## src/rtl/accum_responder.sv

```systemverilog
// rtl/accum_responder.sv - indexed multiply-accumulate responder producing one dot product per pass
module accum_responder #(
  parameter int N  = 16,
  parameter int DW = 16
) (
  input  logic                     clk,
  input  logic                     rst,
  input  logic                     reg_rst,
  input  logic                     ld,
  input  logic [15:0]              index,
  input  logic signed [DW-1:0]     x_in,
  input  logic signed [DW-1:0]     w_in,
  output logic signed [2*DW+7:0]   result,
  output logic                     result_valid,
  output logic                     busy,
  output logic                     seq_err
);

  localparam int AW = 2*DW + 8;
  localparam logic [15:0] LAST_IDX = 16'(N - 1);

  typedef enum logic [1:0] {IDLE, ARMED, ACCUM, DONE} state_t;

  state_t                  state;
  logic signed [AW-1:0]    acc;
  logic [15:0]             exp_idx;

  logic signed [2*DW-1:0]  x_ext, w_ext, prod;
  logic signed [AW-1:0]    prod_ext, acc_next;

  // Operands widened first so the product keeps all 2*DW bits.
  assign x_ext    = $signed({{DW{x_in[DW-1]}}, x_in});
  assign w_ext    = $signed({{DW{w_in[DW-1]}}, w_in});
  assign prod     = x_ext * w_ext;
  assign prod_ext = $signed({{8{prod[2*DW-1]}}, prod});
  assign acc_next = acc + prod_ext;

  always_ff @(posedge clk) begin
    if (rst) begin
      state        <= IDLE;
      acc          <= '0;
      exp_idx      <= '0;
      result       <= '0;
      result_valid <= 1'b0;
      busy         <= 1'b0;
      seq_err      <= 1'b0;
    end else if (reg_rst) begin
      state        <= ARMED;
      acc          <= '0;
      exp_idx      <= '0;
      seq_err      <= 1'b0;
      result_valid <= 1'b0;
      busy         <= 1'b1;
    end else begin
      result_valid <= 1'b0;
      case (state)
        ARMED, ACCUM: begin
          if (ld) begin
            if (index == exp_idx) begin
              acc     <= acc_next;
              exp_idx <= exp_idx + 16'd1;
              if (index == LAST_IDX) begin
                result       <= acc_next;
                state        <= DONE;
                result_valid <= 1'b1;
                busy         <= 1'b0;
              end else begin
                state <= ACCUM;
                busy  <= 1'b1;
              end
            end else begin
              seq_err <= 1'b1;
            end
          end
        end
        DONE: begin
          state <= IDLE;
          busy  <= 1'b0;
          if (ld) seq_err <= 1'b1;
        end
        default: begin
          state <= IDLE;
          busy  <= 1'b0;
          if (ld) seq_err <= 1'b1;
        end
      endcase
    end
  end

endmodule
```

## config.mk

```make
export PLATFORM = sky130hd
export DESIGN_NAME = accum_responder
export DESIGN_NICKNAME = d
export VERILOG_FILES = /design/src/rtl/accum_responder.sv
export SDC_FILE = /design/constraint.sdc
export NUM_CORES = 1
export LEC_CHECK = 0
export BUFFER_PORTS_ARGS = -buffer_cell sky130_fd_sc_hd__buf_2
export CORE_AREA = 2 2 184 186
export CTS_CLUSTER_DIAMETER = 150
export DETAILED_ROUTE_END_ITERATION = 8
export DIE_AREA = 0 0 186 188
export MAX_ROUTING_LAYER = met4
export PLACE_DENSITY = 0.67
export SYNTH_ARGS = -nofsm -noshare
export SYNTH_HDL_FRONTEND = slang
export SYNTH_SLANG_ARGS = --single-unit
```

## constraint.sdc

```tcl
create_clock -name clk -period 8.1 [get_ports clk]
set_input_delay 0.405 -clock clk [delete_from_list [all_inputs] [get_ports clk]]
set_output_delay 0.405 -clock clk [all_outputs]
set_load 0.01 [all_outputs]
```

==> results.json <==
{
  "synth.cell_area_um2": 16300,
  "post_cts_buffers": 0,
  "cts_root_buffer": "clkbuf_16",
  "drtPass1Iterations": 5,
  "status": "complete, no violations",
  "nets": 2368,
  "fin_crit_sh_pct": 81.4,
  "rows": 67,
  "coreArea_um2": 33100,
  "min_from": "ld",
  "max_slew_margin_pct": 49.2,
  "ant_nets": 0,
  "min_to": "seq_err",
  "max_cap_viol_count": 0,
  "crit_arrival_ns": 6.86,
  "grt.total_usage_pct": 24.7,
  "worst_slew_pin_slew_ns": 0.762,
  "final_common_cell": "inv_1",
  "fill_cells": 3053,
  "io_pins": 95,
  "reg2reg_depth": 18,
  "setup_viol": 0,
  "hold_path_class": "input port to register",
  "synth_ff_type": "dfxtp_1",
  "cts_tree": "done",
  "cts_max_path_buffers": 2,
  "wire_per_inst_um": 16.8,
  "whs_path_depth": 3,
  "wirelength_um": 39000,
  "syn_area_per_cell_um2": 8.93,
  "grt_pass1_wl_um": 66200,
  "setup.worst_path.start": "x_in[15]",
  "layout_common_cells": "inv_1 (392), fa_1 (330), nand2_1 (257)",
  "crit_top_cell": "fa_1",
  "syn_nets": 2325,
  "dieArea_um2": 35000,
  "cts_hold_buf": 0,
  "cp_max_fo": 16,
  "clkSinkCount": 101,
  "gp_congestion": 0.876,
  "critPathLaunchType": "input port",
  "drc": 0,
  "yosys_warnings": 0,
  "syn_to_final_growth_pct": 7.24,
  "skew_ns": 0.0106,
  "crit_chain": "buf_2, nand2_1, inv_1, fa_1, fa_1, fa_1, inv_1, fa_1, inv_1, fa_1, inv_1, fa_1, inv_1, ha_1, a21o_1, a21o_1, a21oi_1, a21oi_1, or3_1, a41oi_1, xnor2_1, a211oi_1",
  "grt_pass1_vias": 12600,
  "antennaDiodeCount": 0,
  "path_clk_slew_ns": 0.06,
  "clk_latency_ns": 0.35,
  "grt_antenna_before_repair": 0,
  "rsz0062_at_grt": "no",
  "maxSlewViolCount": 0,
  "cts-resized-gates": 0,
  "async_flop_share_pct": 0,
  "cts_buffers": 9,
  "overflow": 0,
  "synth_edf_count": 0,
  "initial_core_util_pct": 49.3,
  "rrSetupSlack_ns": 2.44,
  "cts_max_level": 3,
  "reg2reg_to": "result[38]",
  "reg2reg_from": "acc[15]",
  "die_height_um": 188,
  "critPathMaxStageDelay_ns": 0.73,
  "ys_seq_area_share_pct": 12.4,
  "critPathCaptureType": "register",
  "synth_seq_cells": 101,
  "fin_crit_ns": 6.60,
  "fin_hold_ws_ns": 0.349,
  "dr.first_iter.drc_count": 679,
  "routed_via_density": 5.25,
  "grt_max_degree": 48,
  "critPathSlowestCell": "fa_1",
  "hpwl_um": 32300,
  "via_count": 12200,
  "die_x_um": 186,
  "finalHoldViolCount": 0,
  "io_buffer_count": 94,
  "drive_gt1_share_pct": 6.77,
  "postSynthCellCount": 1827,
  "fin_tns_setup_ns": 0,
  "required_ns": 8.36,
  "synth_cell_types": 59,
  "fmax_mhz": 152,
  "path_class": "input port to register"
}
## cells by family after synthesis
family	after synthesis	share of synthesized area, %
buf+inv	462	10.7
compound gates	185	7.19
fa+ha+maj	446	49.4
simple gates	564	16.6
flops	101	12.4
mux	2	0.130
xor+xnor	67	3.60
## cell usage after synthesis, types with 3 or more instances
| master | n | area share [%] |
|---|---|---|
| a211o_1 | 3 | 0.16 |
| a211oi_1 | 14 | 0.64 |
| a21o_1 | 22 | 1.0 |
| a21oi_1 | 75 | 2.3 |
| a311oi_1 | 3 | 0.16 |
| a31oi_1 | 7 | 0.27 |
| and2_1 | 122 | 4.7 |
| and3_1 | 11 | 0.42 |
| and4_1 | 3 | 0.16 |
| buf_1 | 6 | 0.14 |
| buf_2 | 5 | 0.15 |
| clkbuf_1 | 59 | 1.4 |
| dfxtp_1 | 101 | 12 |
| fa_1 | 330 | 41 |
| ha_1 | 116 | 8.9 |
| inv_1 | 392 | 9.0 |
| nand2_1 | 257 | 5.9 |
| nand2b_1 | 4 | 0.15 |
| nand3_1 | 43 | 1.3 |
| nand4_1 | 16 | 0.61 |
| nor2_1 | 59 | 1.4 |
| nor2b_1 | 3 | 0.12 |
| nor3_1 | 15 | 0.46 |
| nor4_1 | 8 | 0.31 |
| o21ai_0 | 22 | 0.68 |
| o21bai_1 | 8 | 0.37 |
| o22ai_1 | 7 | 0.27 |
| or3_1 | 8 | 0.31 |
| or4_1 | 4 | 0.18 |
| xnor2_1 | 46 | 2.5 |
| xor2_1 | 21 | 1.1 |
## worst max path at each step
stage | to | slack (ns)
floorplan | acc[38] | 1.82
global placement | result[39] | 1.28
detailed placement | result[39] | 1.16
CTS | acc[39] | 1.52
global route | result[39] | 1.07
finish | acc[39] | 1.50
## through the flow
step / area, um2 / util (%) / setup WS [ns] / instances
after global routing: 17500 / 52.8 / 1.07 / 2323
after detailed placement: 17100 / 51.8 / 1.16 / 2307
after floorplan: 16300 / - / 1.82 / 1827
after global placement: 17100 / 51.8 / 1.28 / 2307
after CTS: 17500 / 52.8 / 1.52 / 2323
final: 17500 / 52.8 / 1.50 / 2323
## layout make-up
cell class	instances	area (um2)	share of cell area, %
flip-flops and latches	101	2020	11.6
repair buffers	102	531	3.03
inverters	392	1470	8.41
well taps	448	561	3.20
multi-input cells	1264	12600	71.8
clock buffers	10	239	1.37
clock inverters	6	109	0.622
## registers in the layout (all words and copies together) (netlist names)
name and count:
exp_idx 16, busy 1, result_valid 1, state 2, acc 40, seq_err 1, result 40
## worst max-delay path, delay by kind of cell
| kind | cells | cell delay [ns] |
|---|---|---|
| AO/OA/AOI/OAI | 6 | 1.30 |
| AND/OR/NAND/NOR | 2 | 0.56 |
| XOR/XNOR | 1 | 0.12 |
| adder cells (fa/ha/maj) | 7 | 3.81 |
| buffers and inverters | 6 | 0.62 |
## layer usage
layer | up-vias | wire length [um] | track usage, %
met3 | 47 | 2220 | 2.93
met4 | 0 | 584 | 4.82
met5 | - | 0 | -
met1 | 6098 | 18600 | 36.3
li1 | 5670 | - | -
met2 | 372 | 17600 | 37.1
Power is not shown: default switching activity piles up to over one toggle a cycle in this logic, so the estimate is an artifact.
